[config.mk]
export PLATFORM = sky130hd
export DESIGN_NAME = mdu_multicycle
export DESIGN_NICKNAME = d
export VERILOG_FILES = /design/src/rtl/mdu_multicycle.sv
export SDC_FILE = /design/constraint.sdc
export NUM_CORES = 1
export LEC_CHECK = 0
export BUFFER_PORTS_ARGS = -buffer_cell sky130_fd_sc_hd__buf_2
export CAP_MARGIN = 20
export CORE_MARGIN = 10
export CORE_UTILIZATION = 60
export CTS_CLUSTER_SIZE = 10
export DETAILED_ROUTE_END_ITERATION = 8
export GPL_TIMING_DRIVEN = 1
export HOLD_SLACK_MARGIN = 0.06
export MAX_ROUTING_LAYER = met4
export PLACE_DENSITY = 0.88
export SLEW_MARGIN = 20
export SYNTH_ARGS = -nofsm -noshare
export SYNTH_HDL_FRONTEND = slang
export SYNTH_SLANG_ARGS = --single-unit
[constraint.sdc]
create_clock -name CLK -period 14.4 [get_ports CLK]
set_input_delay 1.44 -clock CLK [delete_from_list [all_inputs] [get_ports CLK]]
set_output_delay 1.44 -clock CLK [all_outputs]
set_load 0.01 [all_outputs]
[src/rtl/mdu_multicycle.sv]
// Iterative multiply/divide unit with HI/LO result registers.
// MULT/MULTU use shift-add and DIV/DIVU use restoring division, one bit per clock.
module mdu_multicycle #(
  parameter int DWL = 32,
  parameter int CW  = $clog2(DWL)
) (
  input  logic           CLK,
  input  logic           RST,
  input  logic           Start,
  input  logic [1:0]     Op,
  input  logic [DWL-1:0] A,
  input  logic [DWL-1:0] B,
  input  logic           HiWE,
  input  logic           LoWE,
  input  logic [DWL-1:0] WD,
  output logic           Busy,
  output logic           Done,
  output logic           DivZero,
  output logic [DWL-1:0] Hi,
  output logic [DWL-1:0] Lo
);

  typedef enum logic [1:0] {IDLE, CALC, FIX} state_t;

  state_t         state_q, state_d;
  logic [1:0]     op_q, op_d;
  logic [CW-1:0]  cnt_q, cnt_d;
  logic [DWL:0]   dvs_q, dvs_d;
  logic [DWL-1:0] rem_q, rem_d;
  logic [DWL-1:0] quo_q, quo_d;
  logic [DWL-1:0] hi_q, hi_d;
  logic [DWL-1:0] lo_q, lo_d;
  logic           neg_q, neg_d;
  logic           aneg_q, aneg_d;
  logic           dz_q, dz_d;
  logic           busy_q, busy_d;
  logic           done_q, done_d;
  logic           divzero_q, divzero_d;

  logic [DWL:0]     sum;
  logic [DWL:0]     shifted;
  logic [DWL-1:0]   diff;
  logic [2*DWL-1:0] prod;
  logic             sgn_op;

  // Magnitude on DWL+1 bits so that the most negative value stays representable.
  function automatic logic [DWL:0] magnitude(input logic signed [DWL-1:0] v,
                                             input logic sgn);
    logic signed [DWL:0] ext;
    ext = $signed({v[DWL-1], v});
    if (sgn && v[DWL-1])
      magnitude = $unsigned(-ext);
    else
      magnitude = {1'b0, v};
  endfunction

  function automatic logic [DWL-1:0] apply_sign(input logic [DWL-1:0] v, input logic neg);
    apply_sign = neg ? $unsigned(-$signed(v)) : v;
  endfunction

  function automatic logic [2*DWL-1:0] apply_sign2(input logic [2*DWL-1:0] v, input logic neg);
    apply_sign2 = neg ? $unsigned(-$signed(v)) : v;
  endfunction

  always_comb begin
    state_d   = state_q;
    op_d      = op_q;
    cnt_d     = cnt_q;
    dvs_d     = dvs_q;
    rem_d     = rem_q;
    quo_d     = quo_q;
    hi_d      = hi_q;
    lo_d      = lo_q;
    neg_d     = neg_q;
    aneg_d    = aneg_q;
    dz_d      = dz_q;
    busy_d    = busy_q;
    done_d    = 1'b0;
    divzero_d = 1'b0;
    sum       = {1'b0, rem_q} + (quo_q[0] ? dvs_q : '0);
    shifted   = {rem_q, quo_q[DWL-1]};
    diff      = shifted[DWL-1:0] - dvs_q[DWL-1:0];
    prod      = '0;
    sgn_op    = ~op_q[0];

    case (state_q)
      IDLE: begin
        if (Start) begin
          op_d    = Op;
          neg_d   = A[DWL-1] ^ B[DWL-1];
          aneg_d  = A[DWL-1];
          dz_d    = Op[1] & (B == '0);
          rem_d   = '0;
          cnt_d   = CW'(DWL - 1);
          busy_d  = 1'b1;
          state_d = CALC;
          // Divide keeps the dividend in quo; multiply keeps the multiplier there.
          if (Op[1]) begin
            quo_d = DWL'(magnitude(A, ~Op[0]));
            dvs_d = magnitude(B, ~Op[0]);
          end else begin
            quo_d = DWL'(magnitude(B, ~Op[0]));
            dvs_d = magnitude(A, ~Op[0]);
          end
        end else begin
          if (HiWE) hi_d = WD;
          if (LoWE) lo_d = WD;
        end
      end

      CALC: begin
        if (op_q[1]) begin
          if (shifted >= dvs_q) begin
            rem_d = diff;
            quo_d = {quo_q[DWL-2:0], 1'b1};
          end else begin
            rem_d = shifted[DWL-1:0];
            quo_d = {quo_q[DWL-2:0], 1'b0};
          end
        end else begin
          rem_d = sum[DWL:1];
          quo_d = {sum[0], quo_q[DWL-1:1]};
        end
        if (cnt_q == '0) state_d = FIX;
        else             cnt_d   = cnt_q - CW'(1);
      end

      FIX: begin
        state_d = IDLE;
        busy_d  = 1'b0;
        done_d  = 1'b1;
        // On divide-by-zero the remainder is |A| re-signed, i.e. A itself.
        if (op_q[1]) begin
          lo_d      = apply_sign(quo_q, sgn_op & neg_q & ~dz_q);
          hi_d      = apply_sign(rem_q, sgn_op & aneg_q);
          divzero_d = dz_q;
        end else begin
          prod = apply_sign2({rem_q, quo_q}, sgn_op & neg_q);
          hi_d = prod[2*DWL-1:DWL];
          lo_d = prod[DWL-1:0];
        end
      end

      default: state_d = IDLE;
    endcase
  end

  always_ff @(posedge CLK or posedge RST) begin
    if (RST) begin
      state_q   <= IDLE;
      op_q      <= '0;
      cnt_q     <= '0;
      dvs_q     <= '0;
      rem_q     <= '0;
      quo_q     <= '0;
      hi_q      <= '0;
      lo_q      <= '0;
      neg_q     <= 1'b0;
      aneg_q    <= 1'b0;
      dz_q      <= 1'b0;
      busy_q    <= 1'b0;
      done_q    <= 1'b0;
      divzero_q <= 1'b0;
    end else begin
      state_q   <= state_d;
      op_q      <= op_d;
      cnt_q     <= cnt_d;
      dvs_q     <= dvs_d;
      rem_q     <= rem_d;
      quo_q     <= quo_d;
      hi_q      <= hi_d;
      lo_q      <= lo_d;
      neg_q     <= neg_d;
      aneg_q    <= aneg_d;
      dz_q      <= dz_d;
      busy_q    <= busy_d;
      done_q    <= done_d;
      divzero_q <= divzero_d;
    end
  end

  assign Busy    = busy_q;
  assign Done    = done_q;
  assign DivZero = divzero_q;
  assign Hi      = hi_q;
  assign Lo      = lo_q;

endmodule
=== After elaboration in Yosys (flattened, before gate mapping) ===
Cells that the tools add are included.

* $add $sub $neg: 8
* $mul: 0
* Div/mod/pow operators: 0
* $lt $le $gt $ge: 1
* Eq/ne operators: 8
* Shift-type cells: 0
* Muxes and demuxes: 35
* Bitwise gates (word level): 8
* Reductions and logical operators: 14

{| class="wikitable"
|+ Operators by type and width
! kind !! number
|-
| two-way mux 32 bit || 14
|-
| case mux 32 bit (2 select lines) || 4
|-
| two-way mux 33 bit || 4
|-
| negator 32 -> 33 bit || 2
|-
| two-way mux 64 bit || 1
|-
| negator 32 bit || 2
|-
| negator 64 bit || 1
|-
| adder 32 x 33 -> 33 bit || 1
|-
| greater-or-equal comparator 33 bit || 1
|-
| zero test 32 bit || 1
|-
| subtractor 32 bit || 1
|-
| != test 2 bit (second input constant) || 6
|-
| two-way mux 5 bit || 2
|-
| case mux 5 bit (2 select lines) || 1
|-
| AND reduction 3 bit || 3
|-
| AND reduction 2 bit || 4
|-
| zero test 5 bit || 1
|-
| two-way mux 1 bit || 5
|-
| subtractor 5 x 1 -> 5 bit (second input constant) || 1
|-
| bitwise AND 1 bit || 4
|-
| two-way mux 2 bit || 2
|-
| case mux 2 bit (2 select lines) || 1
|-
| nonzero test 2 bit || 2
|-
| inverter 1 bit || 3
|-
| other kinds (6) || 7
|}

* Bits in registers: 176
* Latch bits: 0
* Bits in writable memories: 0
* Memory bits (read-only): 0
* Input bits: 103
* Output and inout port bits: 67
* Word-level logic and storage cells: 88
* Memories: 0

=== Longest topological paths before layout ===
Gate-level depths: netlist of the first run.

* Word-level depth: 6
* Gate-level depth with buffers: 15
* Mapped depth without buffers: 13

=== Worst setup path after synthesis of the first run ===
No wires, ideal clock.

* Path kind: input to register
* Start: in A[6]
* End: reg dvs_q[24]
* Library setup time: 0.083 ns
* Arrival: 3.653 ns
* Data required time: 14.317 ns
* Path slack: 10.665 ns
* Cell stages on the path: 9
* Path buffers: 0
* Path through: or4_1 > nor4b_1 > and2_1 > nor4b_2 > and2_1 > nor2_1 > xnor2_1 > mux2_2 > o21ai_0

* Longest elaborated chain between the ends: 3

{| class="wikitable"
|+ RTL lines
! item !! RTL line !! RTL
|-
| start: declaration || 11 || <nowiki>input logic [DWL-1:0] A,</nowiki>
|-
| negator 32 -> 33 bit || 52 || <nowiki>magnitude = $unsigned(-ext);</nowiki>
|-
| two-way mux 33 bit || - ||
|-
| two-way mux 33 bit || 98 || <nowiki>if (Op[1]) begin</nowiki>
|-
| end signal: assignment || 168 || <nowiki>dvs_q <= dvs_d;</nowiki>
|-
| end: declaration || 28 || <nowiki>logic [DWL:0] dvs_q, dvs_d;</nowiki>
|}

Every way passes these cells.
A chain may end at the register's enable or synchronous reset.

=== Worst setup path after layout of the first run ===
* Start: reg rem_q[16]
* End: reg rem_q[24]

* Longest elaborated chain between the ends: 4
* Elaborated cells between the ends (all ways): 6
* Classes of those cells: add/sub: 2; order compare: 1; mux: 3

{| class="wikitable"
|+ RTL lines
! item !! RTL line !! RTL
|-
| start: declaration || 29 || <nowiki>logic [DWL-1:0] rem_q, rem_d;</nowiki>
|-
| start signal: assignment || 169 || <nowiki>rem_q <= rem_d;</nowiki>
|-
| subtractor 32 bit or greater-or-equal comparator 33 bit (tied branches) || 82, 113 ||
|-
| two-way mux 32 bit || 113 || <nowiki>if (shifted >= dvs_q) begin</nowiki>
|-
| two-way mux 32 bit * || 112 || <nowiki>if (op_q[1]) begin</nowiki>
|-
| case mux 32 bit (2 select lines) * || 86 || <nowiki>case (state_q)</nowiki>
|}

Mark *: on every way between the ends. The rest lies on a longest branch, timed or not.

==> flow_summary.ini, run 1 <==
[route]
ant_nets = 0
drt_iter0_drc = 1755
drtPass1Iterations = 7
drt-total-wl_um = 52700
drt-vias-per-instance = 6.57
routed-via-count = 15100
routedWlPerCell_um = 22.9
drc = 0

[clocking]
clk_pin_slew_ps = 80
hold_buffers = 0
cts_max_level = 4
clock_latency_ps = 450
cts_buffer_depth = 2
cts_buffers = 17
cts_tree = yes
cts_sinks = 176
cts_root_buf = clkbuf_16
cts_resized = 0
post_cts_buffers = 0

[setup_path]
cp_data_arrival_time_ps = 4510
worstPathRequired_ps = 14740
path_common_cell = nand3_1
critPathLaunchType = register
cp_max_fo = 16
endpoint_kind = register
cp_cell_sequence = ha_1, and4_1, nand3_1, or4_1, nor4_1, nand3_1, o2111ai_2, and2_1, buf_4, o211ai_1, a32o_1
crit_type = reg -> reg
max_stage_delay_ps = 640
cp_slowest_cell = and2_1

[synthesis]
syn-instance-count = 1873
ys_seq_area_share_pct = 29.2
synth_flop_cell = dfrtp_1
ys_async_sr_fraction_pct = 100
synth_warnings = 0
synth-seq-cells = 176
syn_nets = 2049
synth_edf_count = 0
synth.distinct_cells = 80
syn_area_um2 = 15100
syn_area_per_cell_um2 = 8.05

[power]
vdd_drop_max_mv = 0.186
switching_share_pct = 52.6
power.leakage_nw = 6.93
seqPwrFrac_pct = 24.3
p_clk_share_pct = 11.2
total_power_mw = 4.52
p_switching_mw = 2.38
combPwrFrac_pct = 64.5
p_per_area_nw_per_um2 = 271
p_int_mw = 2.14

[global_routing]
antenna_found_initial = 1
grt_pass1_wl_um = 81200
grt_max_degree = 130
grt_use_met3_pct = 5.50
grt_overflow = 0
grtUsageMet2_pct = 52.0
busiest_layer = met2
grt_use_met1_pct = 41.7
grt_usage_pct = 33.5
grt_pass1_vias = 14500

[floorplan]
die_h_um = 179
ioPinCount = 170
die_area_um2 = 31900
num_rows = 57
initial_core_util_pct = 61.5
dieWidth_um = 179
core-area_um2 = 24500

[sta]
hold_viol = 0
finalWorstSetupSlack_ps = 10230
fmax_mhz = 240
rsz0062_at_grt = false
hold-worst-slack_ps = 483
period_share_pct = 28.9
finalMaxSlewViolations = 0
tightest_slew_ps = 1110
finClkSkew_ps = 16.9
slew_headroom_pct = 25.5
finalCriticalPeriod_ps = 4170
setup_tns_ps = 0
setup_viol = 0

[job]
max-cap-violations = 0

[layout]
final_util_pct = 68.1
area.growth.synth_to_final_pct = 10.7
fin_area_um2 = 16700
final_net_count = 2144
final_cell_mix = nand2_1, o21ai_0, dfrtp_1
diodes = 0
drive_gt1_share_pct = 13.2
layout.cells.non_filler = 2305
final_common_cell = nand2_1

[place]
place_congestion = 1.04
portBuffers = 169
dp.cells = 2273
post-dp-hpwl_um = 40500
place_area_um2 = 16000
preCtsSetupSlack_ps = 10120

[run_status]
outcome = complete, no violations

[min_path]
hp-class = reg -> reg
cell usage after synthesis (all sizes together) (4+ instances only):
cell type | instances | area, um2
clkbuf | 85 | 319
nor2b | 16 | 100
a211o | 6 | 53.8
nor3 | 29 | 145
a32oi | 6 | 52.6
a31oi | 24 | 150
a41oi | 4 | 35.0
mux2i | 117 | 1170
and3 | 8 | 50.1
inv | 75 | 282
o2111ai | 4 | 41.3
o221ai | 29 | 254
o21a | 13 | 97.6
a21oi | 147 | 743
nor4 | 22 | 171
nand2 | 215 | 810
o41ai | 10 | 118
a211oi | 7 | 52.6
o31ai | 18 | 135
o21ai | 190 | 951
nand4 | 13 | 81.3
xor2 | 58 | 508
nor2 | 162 | 608
ha | 71 | 888
or2 | 5 | 31.3
a22oi | 20 | 150
a221oi | 5 | 43.8
xnor2 | 118 | 1030
dfrtp | 176 | 4400
a221o | 10 | 100
nand2b | 26 | 163
o21bai | 12 | 90.1
nand3 | 25 | 125
nor3b | 7 | 52.6
a21o | 19 | 143
o211ai | 12 | 90.1
buf | 27 | 129
and2 | 15 | 93.8
and4 | 4 | 35.0
or3 | 8 | 60.1
or4 | 14 | 113
power groups by stage:
stage	sequential (mW)	clock, mW	combinational [mW]
final	1.10	0.506	2.92
after global routing	1.11	0.527	3.17
after CTS	1.07	0.508	2.86
after detailed placement	1.08	0	2.84
after global placement	1.06	0	2.79
after floorplan	0.956	0	2.09
per-layer routing:
layer / wire length (um) / vias up
met5: 0 / -
met4: 2690 / 0
met3: 5180 / 202
met2: 24000 / 858
met1: 20800 / 7143
li1: - / 6941
critical path: cells and delay by family (launching register included):
family / cells / cell delay (ps)
and+or+nand+nor: 6 / 2100
adders and majority gates: 1 / 500
AOI/OAI and AO/OA: 3 / 560
buffers and inverters: 1 / 390
DFF: 1 / 510
logic make-up (layout without fill, tap and decap cells):
kind of cell	Yosys count	count (layout)	synth area share, %
and+or+nand+nor	579	579	18.1
xor gates and xnor gates	176	176	10.2
buffers and inverters	187	295	4.84
DFF	176	176	29.2
muxes	120	120	7.99
AOI/OAI and AO/OA	562	562	23.5
adders and majority gates	73	73	6.16
final cells by class:
type,instances,area (um2)
multi-input cells,1510,9970
fillers,2008,7840
flip-flops and latches,176,4410
repair buffers,188,988
clock buffers,17,425
well taps,324,405
inverters,75,288
clock inverters,15,218
state kept, by name, summed over array words and instances, names as in the netlist:
name     flops
Hi          32
neg_q        1
aneg_q       1
rem_q       32
Busy         1
cnt_q        5
DivZero      1
state_q      2
op_q         2
quo_q       32
dz_q         1
Lo          32
dvs_q       33
Done         1
final timing paths:
check                                 startpoint                     to  slack [ps]  cells after the start
setup reg to reg           rem_q[16]$_DFFE_PP0P_  rem_q[24]$_DFFE_PP0P_       10230                     11
hold reg to reg            dvs_q[19]$_DFFE_PP0P_  dvs_q[19]$_DFFE_PP0P_         480                      2
min in group asynchronous                    RST         Done$_DFF_PP0_        1020                      2
hold / removal             dvs_q[19]$_DFFE_PP0P_  dvs_q[19]$_DFFE_PP0P_         480                      2
setup / recovery           rem_q[16]$_DFFE_PP0P_  rem_q[24]$_DFFE_PP0P_       10230                     11
max in group asynchronous                    RST    op_q[1]$_DFFE_PP0P_       11380                      4
Power figures use the tool's default switching activity.
==> run 2: changes to the inputs <==
==> constraint.sdc (replaced) <==
create_clock -name CLK -period 4.2 [get_ports CLK]
set_input_delay 0.42 -clock CLK [delete_from_list [all_inputs] [get_ports CLK]]
set_output_delay 0.42 -clock CLK [all_outputs]
set_load 0.01 [all_outputs]
==> run 2 against run 1 <==
Sequential power grew to 3.3 times the previous value. Register-to-register slack worse by 10000 ps. Wire length grew 1.8%. Critical path depth grew 1. Final cell count grew 0.91%. Hold slack got worse by 370 ps. Count of clock-buffer cells in the layout is the same. Critical path type unchanged. Critical endpoint is now rem_q[6]$_DFFE_PP0P_. Highest routed layer unchanged.
==> flow_summary.ini, run 2 (same netlist as run 1, synthesis figures left out) <==
[run_status]
outcome = complete, no violations

[route]
routed-via-count = 15400
drt-total-wl_um = 53700
drt-vias-per-instance = 6.63
routedWlPerCell_um = 23.1
drtPass1Iterations = 8
ant_nets = 0
drc = 0
drt_iter0_drc = 2134

[setup_path]
cp_data_arrival_time_ps = 4310
worstPathRequired_ps = 4490
cp_max_fo = 18
r2r_start = rem_q[16]$_DFFE_PP0P_
r2r_cells = 12
critPathLaunchType = register
crit_path_start = rem_q[16]$_DFFE_PP0P_
crit_type = reg -> reg
endpoint_kind = register

[power]
seqPwrFrac_pct = 22.8
combPwrFrac_pct = 66.1
p_clk_share_pct = 11.0
p_per_area_nw_per_um2 = 935
power.leakage_nw = 7.03
p_switching_mw = 8.31
p_int_mw = 7.45
switching_share_pct = 52.7
vdd_drop_max_mv = 0.502

[sta]
slew_headroom_pct = 26.8
fmax_mhz = 249
setup_viol = 0
tightest_slew_ps = 1090
finalMaxSlewViolations = 0
setup_tns_ps = 0
period_share_pct = 95.7
rsz0062_at_grt = false
finalWorstSetupSlack_ps = 180
finClkSkew_ps = 23.2
hold_viol = 0
finalCriticalPeriod_ps = 4020

[place]
portBuffers = 169
post-dp-hpwl_um = 41200
place_congestion = 1.08
dp.cells = 2294
preCtsSetupSlack_ps = 335

[floorplan]
ioPinCount = 170
dieWidth_um = 179
core-area_um2 = 24500
initial_core_util_pct = 61.5
die_area_um2 = 31900
num_rows = 57
die_h_um = 179

[layout]
multi_input_area_um2 = 9960
final_cell_mix = nand2_1, o21ai_0, dfrtp_1
max_flop_register = dvs_q
final_util_pct = 68.7
nFillCells = 2033
seq_area_um2 = 4410
drive_gt1_share_pct = 14.0
final_net_count = 2165
layout.cells.non_filler = 2326
area.growth.synth_to_final_pct = 11.8
largest_reg_flops = 33
diodes = 0
final_common_cell = nand2_1

[global_routing]
grt_overflow = 0
grt_usage_pct = 34.2
grt_pass1_wl_um = 83200
antenna_found_initial = 0
grt_pass1_vias = 14800
grt_max_degree = 89

[job]
max-cap-violations = 0

[clocking]
cts_max_level = 4
clk_pin_slew_ps = 90
post_cts_buffers = 0
hold_buffers = 0
cts_tree = yes
cts_buffers = 17
clock_latency_ps = 450
cts_sinks = 176
cts_buffer_depth = 2
cts_root_buf = clkbuf_16
cts_resized = 0

[min_path]
hp-class = in -> async
==> run 2: stage by stage <==
step	hold slack, ps	cell area, um2	power (mW)
2_1_floorplan	450	15100	10.5
3_3_place_gp	459	16200	13.4
3_5_place_dp	471	16200	13.6
4_1_cts	131	16900	15.4
5_1_grt	152	16900	16.7
6_report	110	16900	15.8
==> run 2: worst max-delay path, stage by stage, from the launching register on <==
cell and delay, ps:
dfrtp_1 540, ha_1 530, and4_1 310, nand3_1 140, or4_1 570, nor4_1 300, nand3_1 140, o2111ai_2 250
and2_1 210, buf_4 280, buf_4 270, mux2i_1 220, o21ai_0 90
==> run 2: path summary, 6_finish.rpt <==
path	end	slack, ps
setup reg to reg	rem_q[6]$_DFFE_PP0P_	180
min in group CLK	aneg_q$_DFFE_PP0P_	270
hold reg to reg	dvs_q[22]$_DFFE_PP0P_	490
hold / removal	Hi[10]$_DFFE_PP0P_	110
setup / recovery	rem_q[6]$_DFFE_PP0P_	180
max in group asynchronous	rem_q[1]$_DFFE_PP0P_	3100
==> run 2: final cells by class <==
cell class / count / area share [%]
multi-input cells: 1510 / 59.1
flip-flops and latches: 176 / 26.1
repair buffers: 209 / 6.87
clock buffers: 17 / 2.52
well taps: 324 / 2.40
inverters: 75 / 1.70
clock inverters: 15 / 1.29
==> run 2: power by group through the flow <==
stage / registers [mW] / clock network, mW / logic, mW
floorplan: 3.28 / 0 / 7.17
global placement: 3.49 / 0 / 9.93
detailed placement: 3.54 / 0 / 10.1
CTS: 3.52 / 1.73 / 10.2
global route: 3.66 / 1.81 / 11.3
finish: 3.60 / 1.74 / 10.4
==> run 2: per-layer routing <==
layer / global-route usage [%] / wire [um] / up-vias
met1: 41.5 / 20800 / 7307
met5: - / 0 / -
li1: - / - / 6980
met3: 6.30 / 5540 / 190
met4: 16.1 / 2650 / 0
met2: 54.2 / 24700 / 934
